### src/rtl/poc_alu_mc.sv
// Handshaked datapath ALU: single-cycle arithmetic/moves plus iterative
// shift-add multiply and restoring divide, sequenced through busy/done.
module poc_alu_mc #(
  parameter int WIDTH = 18
) (
  input  logic             clk,
  input  logic             rst_n,
  input  logic             start,
  input  logic [3:0]       alu_sel,
  input  logic [WIDTH-1:0] a,
  input  logic [WIDTH-1:0] b,
  output logic [WIDTH-1:0] c,
  output logic             busy,
  output logic             done,
  output logic             lsb,
  output logic             neg,
  output logic             zero,
  output logic             carry,
  output logic             dz
);
  localparam int HALF = WIDTH / 2;
  localparam int CW   = $clog2(WIDTH + 1);

  typedef enum logic [1:0] {IDLE, MUL, DIV} state_t;

  state_t             state, state_next;
  logic [2*WIDTH-1:0] prod;
  logic [WIDTH-1:0]   opnd;
  logic [CW-1:0]      cnt;

  logic [WIDTH:0]     ax, bx, sc_res;
  logic               sc_wr, sc_dz;
  logic [WIDTH:0]     mul_sum, div_shift, div_diff;
  logic               div_ge;
  logic [WIDTH-1:0]   div_rem;
  logic               iter_last;

  assign busy = (state != IDLE);
  assign lsb  = c[0];
  assign neg  = c[WIDTH-1];
  assign zero = (c == '0);

  assign ax        = {1'b0, a};
  assign bx        = {1'b0, b};
  assign iter_last = (cnt == CW'(WIDTH));

  // sc_res[WIDTH] doubles as carry-out for adds and borrow for subtracts,
  // and is zero for moves, concatenate and divide-by-zero.
  always_comb begin
    state_next = state;
    sc_res     = '0;
    sc_wr      = 1'b0;
    sc_dz      = 1'b0;
    case (alu_sel)
      4'b0001: begin sc_res = ax; sc_wr = 1'b1; end
      4'b0010: begin sc_res = bx; sc_wr = 1'b1; end
      4'b0011: begin sc_res = bx + (WIDTH+1)'(1); sc_wr = 1'b1; end
      4'b0100: begin sc_res = bx + (WIDTH+1)'(2); sc_wr = 1'b1; end
      4'b0101: begin sc_res = bx + (WIDTH+1)'(3); sc_wr = 1'b1; end
      4'b0110: begin sc_res = bx - (WIDTH+1)'(1); sc_wr = 1'b1; end
      4'b0111: begin sc_res = bx - (WIDTH+1)'(2); sc_wr = 1'b1; end
      4'b1000: begin sc_res = bx - (WIDTH+1)'(3); sc_wr = 1'b1; end
      4'b1001: begin sc_res = bx + ax; sc_wr = 1'b1; end
      4'b1010: begin sc_res = bx - ax; sc_wr = 1'b1; end
      4'b1100: begin
        if (a == '0) begin
          sc_res = {1'b0, {WIDTH{1'b1}}};
          sc_wr  = 1'b1;
          sc_dz  = 1'b1;
        end
      end
      4'b1101: begin sc_res = {1'b0, a[HALF-1:0], b[HALF-1:0]}; sc_wr = 1'b1; end
      default: ;
    endcase

    case (state)
      IDLE: begin
        if (start) begin
          if (alu_sel == 4'b1011)
            state_next = MUL;
          else if (alu_sel == 4'b1100 && a != '0)
            state_next = DIV;
        end
      end
      MUL, DIV: if (iter_last) state_next = IDLE;
      default: state_next = IDLE;
    endcase
  end

  // prod holds {partial product, multiplier} for MUL and {remainder, quotient} for DIV
  always_comb begin
    mul_sum   = {1'b0, prod[2*WIDTH-1:WIDTH]} + (prod[0] ? {1'b0, opnd} : '0);
    div_shift = {prod[2*WIDTH-1:WIDTH], prod[WIDTH-1]};
    div_diff  = div_shift - {1'b0, opnd};
    div_ge    = ~div_diff[WIDTH];
    div_rem   = div_ge ? div_diff[WIDTH-1:0] : div_shift[WIDTH-1:0];
  end

  always_ff @(posedge clk) begin
    if (!rst_n) begin
      state <= IDLE;
      c     <= '0;
      carry <= 1'b0;
      dz    <= 1'b0;
      done  <= 1'b0;
      cnt   <= '0;
      prod  <= '0;
      opnd  <= '0;
    end else begin
      state <= state_next;
      done  <= 1'b0;
      case (state)
        IDLE: begin
          if (start) begin
            if (alu_sel == 4'b1011) begin
              prod <= {{WIDTH{1'b0}}, a};
              opnd <= b;
              cnt  <= '0;
            end else if (alu_sel == 4'b1100 && a != '0) begin
              prod <= {{WIDTH{1'b0}}, b};
              opnd <= a;
              cnt  <= '0;
            end else begin
              done <= 1'b1;
              if (sc_wr) begin
                c     <= sc_res[WIDTH-1:0];
                carry <= sc_res[WIDTH];
                dz    <= sc_dz;
              end
            end
          end
        end
        MUL: begin
          if (iter_last) begin
            c     <= prod[WIDTH-1:0];
            carry <= |prod[2*WIDTH-1:WIDTH];
            dz    <= 1'b0;
            done  <= 1'b1;
          end else begin
            prod <= {mul_sum, prod[WIDTH-1:1]};
            cnt  <= cnt + CW'(1);
          end
        end
        DIV: begin
          if (iter_last) begin
            c     <= prod[WIDTH-1:0];
            carry <= 1'b0;
            dz    <= 1'b0;
            done  <= 1'b1;
          end else begin
            prod <= {div_rem, prod[WIDTH-2:0], div_ge};
            cnt  <= cnt + CW'(1);
          end
        end
        default: ;
      endcase
    end
  end
endmodule

### config.mk
export PLATFORM = sky130hd
export DESIGN_NAME = poc_alu_mc
export DESIGN_NICKNAME = d
export VERILOG_FILES = /design/src/rtl/poc_alu_mc.sv
export SDC_FILE = /design/constraint.sdc
export NUM_CORES = 1
export LEC_CHECK = 0
export CAP_MARGIN = 20
export CORE_ASPECT_RATIO = 1.4
export CORE_MARGIN = 2
export CORE_UTILIZATION = 30
export DETAILED_ROUTE_END_ITERATION = 10
export PLACE_DENSITY = 0.47
export SLEW_MARGIN = 30
export SYNTH_ARGS = -nofsm -noshare
export SYNTH_HDL_FRONTEND = slang
export SYNTH_SLANG_ARGS = --single-unit
### constraint.sdc
create_clock -name clk -period 4 [get_ports clk]
set_input_delay 0.8 -clock clk [delete_from_list [all_inputs] [get_ports clk]]
set_output_delay 0.8 -clock clk [all_outputs]
set_load 0.05 [all_outputs]
==> summary by stage <==
Setup path
For this run, the slowest stage of the critical path takes 480 ps. The critical path class is in -> reg. On the critical path the largest part of the delay comes from compound AO/OA/AOI/OAI gates. For the worst setup path, the data arrival time is 4220 ps. The startpoint type of the worst setup path is an input port. The slowest library cell on the worst path is sky130_fd_sc_hd__clkdlybuf4s50_1. In this run the worst path has a maximum fanout of 4. Walking the worst path, the cells encountered are clkdlybuf4s50_1 -> nor2b_2 -> nand2_1 -> a21boi_4 -> o21ai_0 -> a21oi_1 -> ha_1 -> a211o_1 -> o311a_4 -> o41ai_4 -> buf_4 -> o2111ai_4 -> a311oi_2 -> o21ai_2 -> a2111oi_2.

The kind of end point of the critical path is a flop. At the worst endpoint, the required time is 4260 ps. The worst path buffer plus inverter count is 2.

GRT
Global routing finished with a remaining overflow of 0. Entering global routing, the biggest net connects 55 pins. The via count of the first global-routing pass is 10,620.

The number of antenna violations at the first check in global routing is 0. The wire length of the first global-routing pass is 59,370 um. For this run, the total global-route usage over all layers was measured as 0.2324.

Timing
The final count of pins violating max slew came to 0. The minimum hold slack is 496.8 ps. Between clock sinks in the finished design, the worst skew comes to 8.219 ps.

The achievable frequency is 0.2523 GHz. In this run the tightest slew margin relative to its limit is 0.5043. Setup repair after global routing could not meet its margin everywhere. Once routing completed, OpenROAD measured the worst setup slack at 36.51 ps. For the pin with the worst max-slew slack, the measured transition is 741.1 ps. After layout, the minimum clock period comes to 3963 ps.

Setup violations remaining at the end of the flow were counted as 0. The number of endpoints with negative hold slack in the final report is 0. Of the available clock period, the critical path in the final layout requires 0.9909.

Floorplan
The total area inside the core boundary comes to 30,900 um2. The standard-cell row count is 76. 68 I/O pins were placed. The die is 153.9 um wide.

For this configuration, the core starts out at a cell density of 0.3052. Measured along the y axis, the die boundary spans 213.8 um. The floorplan step defined a die boundary enclosing 32,890 um2.

Place
The count of buffers added on input and output ports is 67. The congestion estimate from routability-driven global placement came to 0.9091. The half-perimeter wire length after detailed placement is 30,970 um. OpenSTA, run right after detailed placement, puts the worst setup slack at -802.4 ps. The cell area after placement is 11,880 um2.

Synth
The number of library cell types mapped by synthesis is 96. The number of warnings printed during yosys synthesis is 0. The sequential cell area fraction in the yosys report is 0.1741.

After technology mapping, the gate count stands at 1,275. The most used flip-flop cell after synthesis is sky130_fd_sc_hd__dfxtp_1. The count of flip-flops with a built-in enable after synthesis is 0. Synthesis produced a netlist with a net count of 1,399. In this run, synthesis produced a sequential element count of 82. The synthesized area per cell is 7.397 um2. For this run, asynchronously set or reset flops after synthesis account for 0. The total standard cell area after synthesis is 9432 um2.

Clocking
The CTS clock-pin slew for the worst setup and hold paths is 60 ps. TritonCTS built the clock tree. Clock latency on the worst-skew pair, taken at its later pin, is 360 ps. The root buffer cell chosen for the clock tree is sky130_fd_sc_hd__clkbuf_16. The number of clock buffers added by TritonCTS is 9.

In this run the number of H-tree levels came out at 3. The hold buffer count at CTS is 0. For this design, the sink count on the clock tree is 82. The clock passes through at most 2 buffers.

Route
The first-iteration detailed-routing DRC count is 475. The first-pass iteration count of the detailed router is 7. The remaining antenna violation count after routing is 0.

The total DRC errors in the routed layout is 0. Using the TritonRoute via totals, the vias-per-cell ratio works out to 5.565. For this block, the routed nets add up to 38,090 um of wire. The total number of vias is 10,470. Dividing the detail-routed wire length by the instance count gives 20.25 um.

Cells and area
For this run, the post-layout net count is 1,610. The number of diodes is 0. Leaving out fill and tap cells, the most frequent cells in the layout are sky130_fd_sc_hd__buf_4 (210), sky130_fd_sc_hd__nand2_1 (120), sky130_fd_sc_hd__a21oi_1 (113).

Once layout is done, the placed cells without fillers occupy 12,510 um2. The final design utilization is 0.4049. The area growth from synthesis to final layout is 32.66%.

The share of cells above drive strength 1 is 0.2307. The fill cell total of the finished layout is 3,211. The leading cell type in the layout, fill and taps excluded is sky130_fd_sc_hd__buf_4. The footprint of the multi-input gates is 7564 um2. Across the whole layout, storage elements account for 1642 um2.

Status
The run finished with clean final reports.

Pwr
The power density relative to cell area is 301.4 nW/um2. The worst-case vdd ir drop is 168.2 uV. Summing internal, switching and leakage power gives 0.003771 W. For this design the static power due to leakage is 5.059 nW.

Flow run
Max-cap violations in this run came to 0.

Worst hold path
The type of the most critical hold path is reg -> reg.
## cell type report
| class | instances | share of cell area |
|---|---|---|
| multi-input combinational | 1062 | 0.6045 |
| timing repair buffer | 281 | 0.1845 |
| sequential | 82 | 0.1312 |
| tap | 390 | 0.03900 |
| clock buffer | 10 | 0.01910 |
| inverter | 50 | 0.01640 |
| clock inverter | 6 | 0.005300 |
## path summary, 6_finish.rpt
check | from | endpoint | slack (ps) | cells after the start
max reg2reg | prod[17] | prod[18] | 740 | 12
max | alu_sel[2] | c[17] | 40 | 15
min | dz | dz | 500 | 2
min reg2reg | dz | dz | 500 | 2
## state kept, by name, indices dropped and copies added (netlist names)
signal and flops:
c 18, opnd 18, prod 36, dz 1
done 1, cnt 5, state 2, carry 1
## timing repair
action	CTS	global route
pin swaps	21	21
setup buffers	8	3
gates resized for setup	28	42
endpoints found under the hold margin	0	0
endpoints found under the setup margin	8	8
## where the power goes
| group | leakage (nW) | total [W] | internal, W | switching, W |
|---|---|---|---|---|
| clock | 0.152 | 0.000874 | 0.000502 | 0.000372 |
| sequential | 0.667 | 0.000989 | 0.000903 | 0.0000858 |
| combinational | 4.24 | 0.00191 | 0.000766 | 0.00114 |
## per-stage QoR
stage / setup TNS [ps] / instances
after detailed placement: -6789 / 1855
after global routing: -291.2 / 1881
after floorplan: -2.854 / 1275
after CTS: -97.25 / 1879
final: 0 / 1881
after global placement: -6404 / 1855
## cell usage after synthesis, drive strengths merged (7+ instances only)
cell,instances,area [um2]
nand2,125,471.7
a21oi,123,619.4
nor2,98,372.9
dfxtp,82,1642
ha,77,963.4
o21ai,75,379.1
a211oi,54,410.4
clkbuf,49,185.2
inv,49,183.9
nand3,38,205.2
o211ai,36,275.3
xnor2,35,306.5
a22oi,34,255.2
buf,32,206.5
nor3,30,160.2
and2,23,143.9
a31oi,21,137.6
mux2i,19,190.2
nand2b,19,121.4
a21o,18,135.1
mux2,17,191.4
nor4,16,115.1
xor2,15,131.4
o21a,13,97.59
o31ai,13,102.6
or3,12,75.07
a21boi,9,67.56
and3,9,61.31
nor2b,8,50.05
o41ai,8,96.35
or2,8,52.55
nand4,7,43.79
o22ai,7,43.79
## worst register-to-register path: cells and delay by family (launching register included)
family / cells / cell delay, ps
and+or+nand+nor: 2 / 790
adders and majority gates: 2 / 580
DFF: 1 / 340
buffers and inverters: 2 / 120
AOI/OAI and AO/OA: 6 / 1340
## metal layers
layer  track usage  up-vias  routed length (um)
met3       0.01516       83                 851
met1        0.2479     4931               14890
met5             0        -                   0
met4        0.1405        0                2241
met2        0.4484      211               20110
li1              -     5242                   -
## cell families after synthesis
logic type,count (synthesis),synth area share
adders and majority gates,81,0.1106
buffers and inverters,131,0.06142
DFF,82,0.1741
AOI/OAI and AO/OA,484,0.3508
muxes,36,0.04046
xor gates and xnor gates,50,0.04643
and+or+nand+nor,411,0.2162
(Power assumes the default switching activity.)
